$ cat src/rtl/calculadora_ctrl.sv
// Keypad sequencer for the 4-digit decimal calculator: builds operands A/B, drives the
// ALU mux, captures the result and converts every displayed value to BCD by double-dabble.
module calculadora_ctrl #(
  parameter int BITS        = 14,
  parameter int DIGITS      = 4,
  parameter int MAX_DECIMAL = 9999
)(
  input  logic                clk,
  input  logic                rst_n,
  input  logic                KEY_VALID,
  input  logic [3:0]          KEY_CODE,
  output logic [BITS-1:0]     A_OUT,
  output logic [BITS-1:0]     B_OUT,
  output logic [1:0]          SEL,
  input  logic [BITS-1:0]     ALU_O,
  input  logic                ALU_FLAG,
  output logic [4*DIGITS-1:0] BCD,
  output logic                NEG,
  output logic                ERROR,
  output logic                BUSY,
  output logic                DISP_VALID
);
  localparam int BW = 4*DIGITS;
  localparam int SW = BW + BITS;
  localparam int CW = $clog2(BITS);
  localparam logic [BITS-1:0] DIG_LIMIT = BITS'((MAX_DECIMAL - 9) / 10);
  localparam logic [CW-1:0]   LAST      = CW'(BITS - 1);

  typedef enum logic [2:0] {ENTRY_A, ENTRY_B, EXEC, CONV, RESULT} state_t;
  typedef enum logic [2:0] {
    ACT_NONE, ACT_CLR, ACT_DIG, ACT_OP_A, ACT_OP_B, ACT_CHAIN, ACT_NEW_A, ACT_EXEC
  } act_t;

  state_t state, state_d, ret_state;
  act_t   act;

  logic [SW-1:0]   sr, sr_pre, sr_step;
  logic [CW-1:0]   cnt;
  logic [BITS-1:0] res_q, opnd, opnd_next, key_ext;
  logic            pend_neg, pend_err;
  logic            key_ok, is_dig, is_op, is_eq, is_clr;
  logic [3:0]      key_off;

  logic [DIGITS-1:0][3:0] dig_in, dig_adj;

  // Shift-add-3: bias every BCD digit >= 5 before the shift so it carries correctly.
  assign dig_in = sr[SW-1:BITS];
  for (genvar g = 0; g < DIGITS; g++) begin : g_dd
    assign dig_adj[g] = (dig_in[g] >= 4'd5) ? dig_in[g] + 4'd3 : dig_in[g];
  end
  assign sr_pre  = {dig_adj, sr[BITS-1:0]};
  assign sr_step = {sr_pre[SW-2:0], 1'b0};

  assign BUSY    = (state == EXEC) || (state == CONV);
  assign key_ok  = KEY_VALID && !BUSY && (KEY_CODE != 4'd15);
  assign is_dig  = KEY_CODE <= 4'd9;
  assign is_op   = (KEY_CODE >= 4'd10) && (KEY_CODE <= 4'd12);
  assign is_eq   = KEY_CODE == 4'd13;
  assign is_clr  = KEY_CODE == 4'd14;
  assign key_off = KEY_CODE - 4'd10;
  assign key_ext = {{(BITS-4){1'b0}}, KEY_CODE};
  assign opnd      = (state == ENTRY_B) ? B_OUT : A_OUT;
  assign opnd_next = (opnd << 3) + (opnd << 1) + key_ext;

  always_ff @(posedge clk or negedge rst_n) begin
    if (!rst_n) state <= ENTRY_A;
    else        state <= state_d;
  end

  always_comb begin
    state_d = state;
    act     = ACT_NONE;
    unique case (state)
      ENTRY_A, ENTRY_B: if (key_ok) begin
        if (is_clr) begin
          act = ACT_CLR; state_d = ENTRY_A;
        end else if (is_dig && opnd <= DIG_LIMIT) begin
          act = ACT_DIG; state_d = CONV;
        end else if (is_op) begin
          act = (state == ENTRY_A) ? ACT_OP_A : ACT_OP_B; state_d = ENTRY_B;
        end else if (is_eq && state == ENTRY_B) begin
          state_d = EXEC;
        end
      end
      EXEC: begin
        act = ACT_EXEC; state_d = CONV;
      end
      CONV: if (cnt == LAST) state_d = ret_state;
      RESULT: if (key_ok) begin
        if (is_clr) begin
          act = ACT_CLR; state_d = ENTRY_A;
        end else if (is_dig) begin
          act = ACT_NEW_A; state_d = CONV;
        end else if (is_op && !NEG && !ERROR) begin
          act = ACT_CHAIN; state_d = ENTRY_B;
        end
      end
      default: state_d = ENTRY_A;
    endcase
  end

  always_ff @(posedge clk or negedge rst_n) begin
    if (!rst_n) begin
      A_OUT <= '0; B_OUT <= '0; SEL <= 2'b00; BCD <= '0;
      NEG <= 1'b0; ERROR <= 1'b0; DISP_VALID <= 1'b0;
      sr <= '0; cnt <= '0; res_q <= '0; pend_neg <= 1'b0; pend_err <= 1'b0;
      ret_state <= ENTRY_A;
    end else begin
      DISP_VALID <= 1'b0;
      if (state == CONV) begin
        sr  <= sr_step;
        cnt <= cnt + 1'b1;
        if (cnt == LAST) begin
          BCD <= sr_step[SW-1:BITS]; NEG <= pend_neg; ERROR <= pend_err;
          DISP_VALID <= 1'b1;
        end
      end
      unique case (act)
        ACT_CLR: begin
          A_OUT <= '0; B_OUT <= '0; SEL <= 2'b00; BCD <= '0;
          NEG <= 1'b0; ERROR <= 1'b0; DISP_VALID <= 1'b1;
          sr <= '0; cnt <= '0; res_q <= '0; pend_neg <= 1'b0; pend_err <= 1'b0;
        end
        ACT_DIG: begin
          if (state == ENTRY_B) B_OUT <= opnd_next;
          else                  A_OUT <= opnd_next;
          sr <= {{BW{1'b0}}, opnd_next}; cnt <= '0;
          pend_neg <= 1'b0; pend_err <= 1'b0; ret_state <= state;
        end
        ACT_OP_A: begin
          SEL <= key_off[1:0]; B_OUT <= '0;
        end
        ACT_OP_B: SEL <= key_off[1:0];
        ACT_CHAIN: begin
          A_OUT <= res_q; B_OUT <= '0; SEL <= key_off[1:0];
        end
        ACT_NEW_A: begin
          A_OUT <= key_ext; B_OUT <= '0; NEG <= 1'b0; ERROR <= 1'b0;
          sr <= {{BW{1'b0}}, key_ext}; cnt <= '0;
          pend_neg <= 1'b0; pend_err <= 1'b0; ret_state <= ENTRY_A;
        end
        ACT_EXEC: begin
          // Resta reports sign on the flag; suma/mult report out-of-range.
          res_q <= ALU_O;
          sr <= {{BW{1'b0}}, ALU_O}; cnt <= '0;
          pend_neg <= (SEL == 2'b01) & ALU_FLAG;
          pend_err <= (SEL != 2'b01) & ALU_FLAG;
          ret_state <= RESULT;
        end
        default: ;
      endcase
    end
  end
endmodule

$ cat config.mk
export PLATFORM = sky130hd
export DESIGN_NAME = calculadora_ctrl
export DESIGN_NICKNAME = d
export VERILOG_FILES = /design/src/rtl/calculadora_ctrl.sv
export SDC_FILE = /design/constraint.sdc
export NUM_CORES = 1
export LEC_CHECK = 0
export CORE_ASPECT_RATIO = 1.75
export CORE_MARGIN = 2
export CORE_UTILIZATION = 51
export CTS_BUF_LIST = sky130_fd_sc_hd__clkbuf_4 sky130_fd_sc_hd__clkbuf_8 sky130_fd_sc_hd__clkbuf_16
export CTS_CLUSTER_DIAMETER = 150
export DETAILED_ROUTE_END_ITERATION = 6
export GPL_TIMING_DRIVEN = 0
export PLACE_DENSITY = 0.77
export SYNTH_ARGS = -nofsm -noshare
export SYNTH_HDL_FRONTEND = slang
export SYNTH_SLANG_ARGS = --single-unit
$ cat constraint.sdc
create_clock -name clk -period 3.67 [get_ports clk]
set_input_delay 0.734 -clock clk [delete_from_list [all_inputs] [get_ports clk]]
set_output_delay 0.734 -clock clk [all_outputs]
set_load 0.02 [all_outputs]
# Word-level counts from Yosys, hierarchy flattened
# Cells that the tools add are included.
[classes] addsub=8 n_lt_le_gt_ge=8 n_reduce_logical=35 mux=51 mul=0 n_bitwise=2 eq_ne=24 div=0 shifts=0
[ops] op="30-bit case mux with 4 select lines" count=1
[ops] op="3-bit 2-to-1 mux" count=20
[ops] op="14-bit case mux with 2 select lines" count=2
[ops] op="14-bit case mux with 4 select lines" count=1
[ops] op="16-bit 2-to-1 mux" count=3
[ops] op="14-bit 2-to-1 mux" count=3
[ops] op="30-bit 2-to-1 mux" count=1
[ops] op="4-bit 2-to-1 mux" count=5
[ops] op="3-bit case mux with 3 select lines" count=2
[ops] op="2-bit nonzero test" count=9
[ops] op="4-bit by 3-bit >= comparator with 1-bit output, second input constant" count=4
[ops] op="3-bit == test, second input constant" count=5
[ops] op="14-bit adder" count=1
[ops] op="14-bit by 4-bit adder with 14-bit output" count=1
[ops] op="14-bit by 10-bit less-or-equal comparator with 1-bit output, second input constant" count=1
[ops] op="4-bit by 2-bit adder with 4-bit output, second input constant" count=3
[ops] op="3-bit by 2-bit == test with 1-bit output, second input constant" count=4
[ops] op="4-bit == test, second input constant" count=3
[ops] op="3-bit case mux with 4 select lines" count=1
[ops] op="1-bit 2-to-1 mux" count=9
[ops] op="4-bit less-or-equal comparator, second input constant" count=2
[ops] op="2-bit != test, second input constant" count=4
[ops] op="4-bit != test, second input constant" count=2
[ops] op="2-bit AND reduction" count=4
[ops] op="22 further kinds" count=37
[totals] ram_bits=0 ff_bits=105 mem_bits_ro=0 out_inout_bits=50 wordCells=142 inputBits=22 latch_bits=0 mem_count=0

# Depth between registers and ports, before layout
[logic_depth] word_depth=13 ltp_mapped=15 depth_no_buf=13

# Worst setup path before layout
# Ideal clock, no wire load.
[synth_timing] kind="register to register" from="reg state[2]" to="reg B_OUT[11]" path_stages_with_launch=12 arrival_time_ps=3494 n_path_buf=2 required_ps=3548 setup_ps=122 setup_slack_ps=54 period_less_slack_ps=3616 path_cell_list="dfrtp_1 nor3b_2 buf_4 clkbuf_1 mux2_2 ha_1 ha_1 and3_1 a221oi_1 a211oi_1 or3_1 a32o_1"
[synth_between] elab_chain_len=12 word_cells_on_any_way=33 cone_classes="2 x add/sub; 1 x order compare; 10 x eq/ne; 10 x mux; 10 x reduce/logical"
[synth_lines] element="start: declaration" line="34" source="state_t state, state_d, ret_state;"
[synth_lines] element="start signal: assignment" line="67" source="else state <= state_d;"
[synth_lines] element="3-bit by 1-bit == test with 1-bit output" line="62, 73, 125"
[synth_lines] element="14-bit 2-to-1 mux" line="62" source="assign opnd = (state == ENTRY_B) ? B_OUT : A_OUT;"
[synth_lines] element="14-bit by 10-bit less-or-equal comparator with 1-bit output" line="77" source="end else if (is_dig && opnd <= DIG_LIMIT) begin"
[synth_lines] element="1-bit logical AND" line="77"
[synth_lines] element="3-bit 2-to-1 mux" line="77"
[synth_lines] element="3-bit 2-to-1 mux" line="75" source="if (is_clr) begin"
[synth_lines] element="3-bit 2-to-1 mux" line="74" source="ENTRY_A, ENTRY_B: if (key_ok) begin"
[synth_lines] element="3-bit case mux with 3 select lines" line="73" source="unique case (state)"
[synth_lines] element="3-bit == test, or another cell as far along" line="118" source="unique case (act)"
[synth_lines] element="4-bit OR reduction (no source line)"
[synth_lines] element="2-bit nonzero test (no source line)"
[synth_lines] element="2-bit AND reduction (no source line)"
[synth_lines] element="end signal: assignment" line="125" source="if (state == ENTRY_B) B_OUT <= opnd_next;"
[synth_lines] element="end: declaration" line="13" source="output logic [BITS-1:0] B_OUT,"
# Several ways; a longest one is shown, not always the timed one. The select of a mux whose other input is x is not followed.
# A chain may end at the register's enable or synchronous reset.

# Final worst setup path
[layout_timing] from="reg state[2]" to="reg B_OUT[13]"
# Same word-level chain as after synthesis.

==> summary.txt <==
Status = completed
Critical Path RT = 3920 ps
# nets final = 787
Ys flop type = dfrtp_1
Initial Utilization = 0.5217
Initial antenna violation count = 0
Die footprint = 12770 µm²
Cell Rows = 52
Final WL = 16.71 mm
Sequential cell area = 2631 µm²
Largest net degree at the start of global routing = 72
DRT antenna net count = 0
Max cap viols = 0
Clock latency on the worst-skew pair = 350 ps
Setup CP Type = flip-flop to flip-flop
FF-to-FF path depth = 14
Drt first pass iters = 4
Net Count, Synth = 693
#FFs+latches synth = 105
Syn Area/Cell = 9.500 µm²
RSZ-0062 raised after global routing = true
Multi-input logic area = 3296 µm²
DP Wirelength = 12.58 mm
Min-Delay Path Class = input pin to async pin
Ratio of cells with drive above 1 in the final layout = 0.1320
Crit path launch type = flip-flop
Final Max Tran Viols = 0
Port Buffer Count = 70
Clk buf depth = 2
Htree depth = 3
Post-placement cell area = 6937 µm²
Yosys warning count = 0
CTS tree = built
Tcrit/Tclk final = 0.9743
DR vias = 5198
Mean number of vias per cell = 5.975
Post-layout min period = 3576 ps
Global-route wire length before repair = 26.88 mm
Mapped Area = 6042 µm²
Die H = 148.0 µm
1st-iter DRT viols = 270
Total CTS buffers = 9
Clk root buf = clkbuf_16
CP Capture Type = flip-flop
Seq/Total Area, Yosys = 0.4349
Drt wl/cell = 19.21 µm
Area grow syn2layout = 24.04%
Clock skew = 9.961 ps
Worst-path clk slew = 70 ps
ANT cells = 0
Tot GR Track Use = 0.2720
Post-synthesis cell type count = 61
# IOs = 72
Finish-stage setup viols = 0
Finished Cell Area = 7495 µm²
Hold-fix buffer count after cts = 0
Hold Vio Cnt, Final = 0
Drt drc = 0
Asr flop ratio synth = 1.000
RD Place Congestion = 0.8990
Critical Path AT = 3820 ps
Worst R2R Setup Slack = 90 ps
Achievable Freq = 0.2797 GHz
Least-Margin Pin Slew = 612.5 ps
Clock sink count = 105
Power Dens Cells = 1040 nW/µm²
EDFF count, synth = 0
Worst-path fanout max = 6
Final total power = 7.793 mW
P_leak = 3.232 nW
Max VDD drop = 0.0009039 V
Gate Count Post-Synth = 636
Core Area = 11580 µm²
Slew HR = 0.5902
Filler instances = 981
Vias in the first global route = 5397
Total gr overflow = 0
Die span in x = 86.28 µm
## placed cells by master, fill, tap and decap left out, types with 14 or more instances in the layout
cell type / count
a22o_1: 26
mux2_2: 14
buf_4: 16
nand2_1: 96
xnor2_1: 14
o21ai_0: 21
clkdlybuf4s50_1: 67
a31oi_1: 15
dfrtp_1: 102
inv_1: 28
nor2_1: 50
clkbuf_1: 16
a21oi_1: 43
ha_1: 31
## worst paths after layout
path / start / to
setup / recovery: state[2]$_DFFE_PN0P_ / B_OUT[13]$_DFFE_PN0P_
hold / removal: rst_n / BCD[11]$_DFFE_PN0P_
setup reg to reg: state[2]$_DFFE_PN0P_ / B_OUT[13]$_DFFE_PN0P_
hold reg to reg: res_q[5]$_DFFE_PN0P_ / res_q[5]$_DFFE_PN0P_
max in group asynchronous: rst_n / A_OUT[8]$_DFFE_PN0P_
min in group clk: res_q[5]$_DFFE_PN0P_ / res_q[5]$_DFFE_PN0P_
## layout make-up
cell class                      count  area share
Buffer                             34     0.02471
Clock buffer                       11     0.03205
Clock inverter                      5    0.005342
Inverter                           28     0.01402
Multi-Input combinational cell    468      0.4397
Sequential cell                   105      0.3511
Tap cell                          135     0.02254
Timing Repair Buffer               84      0.1105
## routing by layer
| layer | global-route usage | vias up | part of all wire |
|---|---|---|---|
| li1 | - | 2458 | - |
| met1 | 0.3092 | 2547 | 0.38 |
| met2 | 0.4833 | 151 | 0.53 |
| met3 | 0.03908 | 42 | 0.038 |
| met4 | 0.1438 | 0 | 0.046 |
| met5 | 0 | - | 0 |
## synth_stat cells, types with 6 or more instances
master / instances / area share
nor3_1: 7 / 0.0058
a21oi_1: 43 / 0.036
mux2_2: 14 / 0.026
nand3_1: 9 / 0.0075
o21ai_0: 23 / 0.019
dfrtp_1: 105 / 0.43
ha_1: 33 / 0.068
a22o_1: 26 / 0.038
nand2b_1: 7 / 0.0072
nor2_1: 50 / 0.031
nor3b_1: 8 / 0.0099
and2_1: 6 / 0.0062
xnor2_1: 15 / 0.022
inv_1: 28 / 0.017
mux2i_1: 13 / 0.022
o211ai_1: 13 / 0.016
clkbuf_1: 19 / 0.012
nand2_1: 96 / 0.060
buf_2: 12 / 0.0099
a31oi_1: 16 / 0.017
a211oi_1: 15 / 0.019
## sequential cells by signal, summed over array words and instances, names as in the netlist, 3 cells and up
signal	cells
ret_state	3
state	3
res_q	14
B_OUT	14
cnt	4
sr	30
BCD	16
A_OUT	14
## kinds of logic (layout without fill, tap and decap cells)
group           count (synthesis)  after routing  share of synthesized area
simple gates                  212            212                     0.1659
compound gates                175            175                     0.2044
flops                         105            105                     0.4349
buf+inv                        63            162                    0.04473
fa+ha+maj                      35             35                    0.07496
mux                            27             27                    0.04763
xor+xnor                       19             19                    0.02754
## per-stage QoR
stage	cells	setup WS (ps)	util	hold WS, ps	setup TNS (ps)
2_1_floorplan	636	54.07	-	438.4	0
3_3_place_gp	841	-1993	0.5968	485.5	-230800
3_5_place_dp	842	-730.6	0.5990	481.6	-24120
4_1_cts	862	0.2998	0.6333	344.0	0
5_1_grt	870	-84.43	0.6471	369.4	-217.2
6_report	870	94.27	0.6471	330.1	0
## what timing repair did
action                                  CTS  global route
endpoints found under the setup margin   39            34
pin swaps                                 4             8
setup buffers                             5             8
gates resized for setup                  21            23
## critical path, stage by stage, from the launching register on
cell and delay, ps:
dfrtp_2 460, nor3b_4 220, buf_6 170, mux2_2 350, inv_1 80, fa_1 460
inv_1 90, ha_1 230, a21o_1 210, a221oi_4 380, a211oi_2 150, nor3_2 190
xnor2_1 130, buf_4 140, a22o_1 180
## report_power, final
| group | internal [mW] | leakage, nW | total (mW) | switching (mW) |
|---|---|---|---|---|
| registers | 1.61 | 1.37 | 1.99 | 0.376 |
| clock network | 0.481 | 0.141 | 0.918 | 0.438 |
| logic | 2.13 | 1.72 | 4.89 | 2.75 |
Power figures use the tool's default switching activity.
